===== src/rtl/vga_sync_receiver.sv =====
// vga_sync_receiver: recovers pixel x/y from captured VGA sync, measures line/frame geometry and declares lock
// Optional feature macro: VGA_RX_CHECKSUM_EN builds a per-frame BGR checksum on oFRAME_SUM.
// Ports: iVGA_CLK pixel clock, iRST_n async active-low reset, iHS/iVS/iBLANK_n/iBGR VGA pins,
//        iCLR_ERR clears the sticky error, oX/oY/oPIX_VALID pixel position, oFRAME_START VS-fall pulse,
//        oLOCKED timing lock, oERR/oERR_CODE sticky first error, oFRAME_SUM per-frame checksum.
module vga_sync_receiver #(
    parameter int H_ACTIVE    = 640,
    parameter int H_TOTAL     = 800,
    parameter int V_ACTIVE    = 480,
    parameter int V_TOTAL     = 525,
    parameter int LOCK_FRAMES = 2
) (
    input  logic        iVGA_CLK,
    input  logic        iRST_n,
    input  logic        iHS,
    input  logic        iVS,
    input  logic        iBLANK_n,
    input  logic [23:0] iBGR,
    input  logic        iCLR_ERR,
    output logic [9:0]  oX,
    output logic [9:0]  oY,
    output logic        oPIX_VALID,
    output logic        oFRAME_START,
    output logic        oLOCKED,
    output logic        oERR,
    output logic [1:0]  oERR_CODE,
    output logic [23:0] oFRAME_SUM
);
    typedef enum logic [1:0] {SEARCH, MEASURE, LOCKED} state_t;
    state_t state, state_nx;
    logic hs_q, hs_d, vs_q, vs_d, bl_q, bl_d;
    logic [9:0] hcnt, x_cnt, line_cnt, vact_cnt, y_cnt;
    logic [2:0] good, good_nx;
    logic err, frame_start;
    logic [1:0] code, bad_code;
    logic hs_fall, vs_fall, bl_fall, line_had_px;
    logic h_tot_bad, h_act_bad, frame_bad, bad;
    logic [10:0] lines_meas, vact_meas;

    function automatic logic [9:0] inc(input logic [9:0] v, input logic en);
        return v + 10'(en && v != 10'h3FF);
    endfunction

    assign hs_fall     = hs_d & ~hs_q;
    assign vs_fall     = vs_d & ~vs_q;
    assign bl_fall     = bl_d & ~bl_q;
    assign line_had_px = x_cnt != '0;
    // A saturated hcnt means HS has been missing for 1024 clocks: flag it without waiting for a fall.
    assign h_tot_bad   = (hcnt == 10'h3FF) || (hs_fall && 11'(hcnt) + 11'd1 != 11'(H_TOTAL));
    assign h_act_bad   = hs_fall && line_had_px && x_cnt != 10'(H_ACTIVE);
    // An HS fall coinciding with the VS fall closes the last line of the ending frame.
    assign lines_meas  = 11'(line_cnt) + 11'(hs_fall);
    assign vact_meas   = 11'(vact_cnt) + 11'(hs_fall && line_had_px);
    assign frame_bad   = vs_fall && (lines_meas != 11'(V_TOTAL) || vact_meas != 11'(V_ACTIVE));
    assign bad         = state != SEARCH && (h_tot_bad || h_act_bad || frame_bad);
    assign bad_code    = h_tot_bad ? 2'b01 : h_act_bad ? 2'b10 : 2'b11;

    always_comb begin
        state_nx = state;
        good_nx  = good;
        if (state == SEARCH) begin
            state_nx = vs_fall ? MEASURE : SEARCH;
            good_nx  = '0;
        end else if (bad) begin
            state_nx = SEARCH;
        end else if (vs_fall) begin
            good_nx  = (good == 3'(LOCK_FRAMES)) ? good : good + 3'd1;
            state_nx = (good_nx == 3'(LOCK_FRAMES)) ? LOCKED : state;
        end
    end

    always_ff @(posedge iVGA_CLK or negedge iRST_n) begin
        if (!iRST_n) begin
            {hs_q, hs_d, vs_q, vs_d, bl_q, bl_d} <= '0;
            {hcnt, x_cnt, line_cnt, vact_cnt, y_cnt} <= '0;
            state       <= SEARCH;
            good        <= '0;
            err         <= 1'b0;
            code        <= '0;
            frame_start <= 1'b0;
        end else begin
            {hs_q, vs_q, bl_q} <= {iHS, iVS, iBLANK_n};
            {hs_d, vs_d, bl_d} <= {hs_q, vs_q, bl_q};
            hcnt        <= hs_fall ? '0 : inc(hcnt, 1'b1);
            x_cnt       <= hs_fall ? '0 : inc(x_cnt, bl_d);
            line_cnt    <= vs_fall ? '0 : inc(line_cnt, hs_fall);
            vact_cnt    <= vs_fall ? '0 : inc(vact_cnt, hs_fall && line_had_px);
            y_cnt       <= vs_fall ? '0 : inc(y_cnt, bl_fall);
            state       <= state_nx;
            good        <= good_nx;
            err         <= bad | (err & ~iCLR_ERR);
            code        <= (bad && (!err || iCLR_ERR)) ? bad_code : (iCLR_ERR ? 2'b00 : code);
            frame_start <= vs_fall;
        end
    end

    assign oX           = x_cnt;
    assign oY           = y_cnt;
    assign oLOCKED      = state == LOCKED;
    assign oPIX_VALID   = bl_d & oLOCKED;
    assign oFRAME_START = frame_start;
    assign oERR         = err;
    assign oERR_CODE    = code;

`ifdef VGA_RX_CHECKSUM_EN
    logic [23:0] bgr_q, bgr_d, acc, sum;
    always_ff @(posedge iVGA_CLK or negedge iRST_n) begin
        if (!iRST_n) begin
            {bgr_q, bgr_d, acc, sum} <= '0;
        end else begin
            bgr_q <= iBGR;
            bgr_d <= bgr_q;
            acc   <= vs_fall ? '0 : acc + (bl_d ? bgr_d : 24'd0);
            if (vs_fall && oLOCKED)
                sum <= acc + (bl_d ? bgr_d : 24'd0);
        end
    end
    assign oFRAME_SUM = sum;
`else
    logic unused_bgr;
    assign unused_bgr = ^iBGR;
    assign oFRAME_SUM = '0;
`endif
endmodule

===== config.mk =====
export PLATFORM = sky130hd
export DESIGN_NAME = vga_sync_receiver
export DESIGN_NICKNAME = d
export VERILOG_FILES = /design/src/rtl/vga_sync_receiver.sv
export SDC_FILE = /design/constraint.sdc
export NUM_CORES = 1
export LEC_CHECK = 0
export CAP_MARGIN = 40
export CORE_ASPECT_RATIO = 1.1
export CORE_MARGIN = 4
export CORE_UTILIZATION = 30
export CTS_BUF_LIST = sky130_fd_sc_hd__clkbuf_8
export CTS_CLUSTER_DIAMETER = 150
export DETAILED_ROUTE_END_ITERATION = 7
export PLACE_DENSITY = 0.49
export SKIP_CTS_REPAIR_TIMING = 1
export SLEW_MARGIN = 0
export SYNTH_ARGS = -nofsm -noshare
export SYNTH_HDL_FRONTEND = slang
export SYNTH_SLANG_ARGS = --single-unit

===== constraint.sdc =====
create_clock -name iVGA_CLK -period 4.94 [get_ports iVGA_CLK]
set_input_delay 0.988 -clock iVGA_CLK [delete_from_list [all_inputs] [get_ports iVGA_CLK]]
set_output_delay 0.988 -clock iVGA_CLK [all_outputs]
set_load 0.01 [all_outputs]

==> metrics.cfg <==
[sta]
final-hold-violation-count = 0
fin_crit_sh_pct = 75.93
setup_violations = 0
slew_violations = 0
fin_worst_skew_ns = 0.008918
worst_slew_pin_slew_ns = 0.6740
max_freq_ghz = 0.2666
rsz0062_at_grt = no
tns_ns = 0
finalCriticalPeriod_ns = 3.751
worst_slew_margin_rel_pct = 55.06

[worst_setup_path]
critPathBufInv = 0
crit_top_cell = ha_1
cp.arrival_ns = 4.00
setup.worst_path.end_class = flop
crit_path_start_kind = flop
crit_required_ns = 5.19
crit_slowest_cell = a2111oi_4
cpPeakStageDelay_ns = 0.59
cp_max_fo = 9
crit_family = simple AND/OR/NAND/NOR gates
crit_chain = or4_1 > nor2_1 > a21oi_1 > ha_1 > ha_1 > nor3_1 > nand4_1 > or4_4 > a2111oi_4 > and3_1 > mux2i_1
path_class = reg2reg

[global_route]
grt_pass1_vias = 2573
grt.overflow.total = 0
antenna_found_initial = 0
grt_first_pass_wirelength_um = 12670
grt_start_max_net_pins = 37
grtUsageTotal_pct = 11.33

[final_layout]
fin_nets = 463
drive_above_1_share_pct = 6.635
areaGrowthSynthToFinish_pct = 16.22
fill_cells = 1186
antenna_cells = 0

[placed_design]
finalWeightedCongestion = 0.7760
io_buffers = 31
place_hpwl_um = 5301

[synth]
yosys.cell_count.top_type = dfrtp_1
synth_area_leader_cell = dfrtp_1
ys_seq_elements = 65
synth_edf_count = 0
yosysTopAreaCellShare_pct = 44.86
async_flop_share_pct = 100.0
yosys-top-cells-area = dfrtp_1, xor2_1, ha_1, buf_4, nor2_1
yosysSeqAreaShare_pct = 44.86
ys_warn_count = 0
ys.flop_type = dfrtp_1
synthTopCellsByCount = dfrtp_1, nor2_1, nand3_1
synthDistinctLibCells = 49
netlist_area_mm2 = 0.003626
syn_avg_cell_area_um2 = 9.492
netlist_instances = 382

[drt]
drt_first_pass_iters = 4
routed_wl_um = 7440
vias_per_cell = 4.708
vias = 2693
routedWlPerCell_um = 13.01
drc = 0
initialDrtViolationCount = 105
ant_nets = 0

[floorplan]
fp.dieW_um = 112.8
die_h_um = 123.3
initial_utilization_pct = 31.14
pin_count = 80
coreArea_mm2 = 0.01164
fp-row-count = 41
die_area_mm2 = 0.01391

[power_and_ir_drop]
ir_drop_mv = 0.1442
p_total_uw = 1268
power_density_mw_per_mm2 = 301.0
leakagePower_uw = 0.001877

[cts]
insertion_delay_ns = 0.34
cts-root-buf = clkbuf_8
cts.reportedPaths.clkPinSlew_ns = 0.07
cts_made_buffers = 9
cts_tree = done
cts_buffer_depth = 2
h-tree-depth = 3
clock-sinks = 65

[run]
maxCapViolations = 0

[worst_hold_path]
min_path_type = reg2reg

[outcome]
status = completed

-- worst register-to-register path, delay by kind of cell, from the launching register on --
kind / cells / cell delay (ns)
adders and majority gates: 2 / 0.54
muxes: 1 / 0.20
and+or+nand+nor: 6 / 1.74
DFF: 1 / 0.44
AOI/OAI and AO/OA: 2 / 0.74
-- cells by family (layout without fill, tap and decap cells) --
group | after synthesis | in the layout | share of synthesized area (%)
and+or+nand+nor | 161 | 161 | 22.43
DFF | 65 | 65 | 44.86
buffers and inverters | 47 | 64 | 7.591
AOI/OAI and AO/OA | 46 | 46 | 8.282
xor gates and xnor gates | 43 | 43 | 10.39
adders and majority gates | 16 | 16 | 5.521
muxes | 3 | 3 | 0.8282
other | 1 | 24 | 0.1034
-- routing by layer --
layer	track usage [%]	part of all wire (%)	wire (um)
met1	14.70	47	3479
met2	18.00	48	3552
met3	3.035	4.3	321
met4	4.583	1.2	87
met5	0	0	0
-- per-stage QoR --
| step | std cells | utilization, % | instance area [um^2] | worst slack, ns | hold slack (ns) |
|---|---|---|---|---|---|
| global route | 572 | 36.19 | 4214 | 0.7917 | 0.3872 |
| CTS | 572 | 36.19 | 4214 | 1.121 | 0.3763 |
| floorplan | 405 | - | 3712 | 1.689 | 0.3456 |
| detailed placement | 556 | 34.57 | 4025 | 1.156 | 0.3588 |
| finish | 572 | 36.19 | 4214 | 1.189 | 0.3728 |
| global placement | 555 | 34.33 | 3998 | 1.206 | 0.3554 |
-- layout by cell type, fill, tap and decap left out, types with 16 or more instances in the layout --
cell             Yosys  final
dfrtp_1             65     65
nor2_1              45     45
nand3_1             30     30
clkdlybuf4s50_1      0     30
xor2_1              27     27
conb_1               1     24
nand2_1             22     22
inv_1               13     16
xnor2_1             16     16
ha_1                16     16
-- power by group --
part           leakage, uW  internal (uW)  switching, uW
clock             0.000110            240            199
sequential        0.000876            578           59.0
combinational     0.000891           94.2           98.5
total              0.00188            912            356
-- area by class of cell --
class,count,area [um^2],area share (%)
clock buffers,10,137.6,3.266
clock inverters,6,51.30,1.217
inverters,14,52.55,1.247
multi-input cells,293,1810,42.96
flip-flops and latches,65,1627,38.60
well taps,150,187.7,4.454
repair buffers,34,347.8,8.254
-- state kept, by name (all words and copies together), names as in the netlist --
signal / count
vs_d: 1
oERR: 1
oFRAME_START: 1
oY: 10
hs_d: 1
line_cnt: 10
vact_cnt: 10
oERR_CODE: 2
state: 2
vs_q: 1
bl_q: 1
bl_d: 1
hs_q: 1
oX: 10
good: 3
hcnt: 10
-- worst paths after layout --
| kind | end | slack, ns | cells after the start | from |
|---|---|---|---|---|
| worst max register to register | good[0] | 1.19 | 11 | oX[5] |
| worst min register to register | vs_d | 0.37 | 0 | vs_q |
| worst min-delay path | vs_d | 0.37 | 0 | vs_q |
| worst max-delay path | good[0] | 1.19 | 11 | oX[5] |
| min in group asynchronous | bl_q | 0.69 | 1 | iRST_n |
| max in group asynchronous | oY[3] | 3.32 | 2 | iRST_n |
No activity file was read; power rests on OpenSTA's default activity.
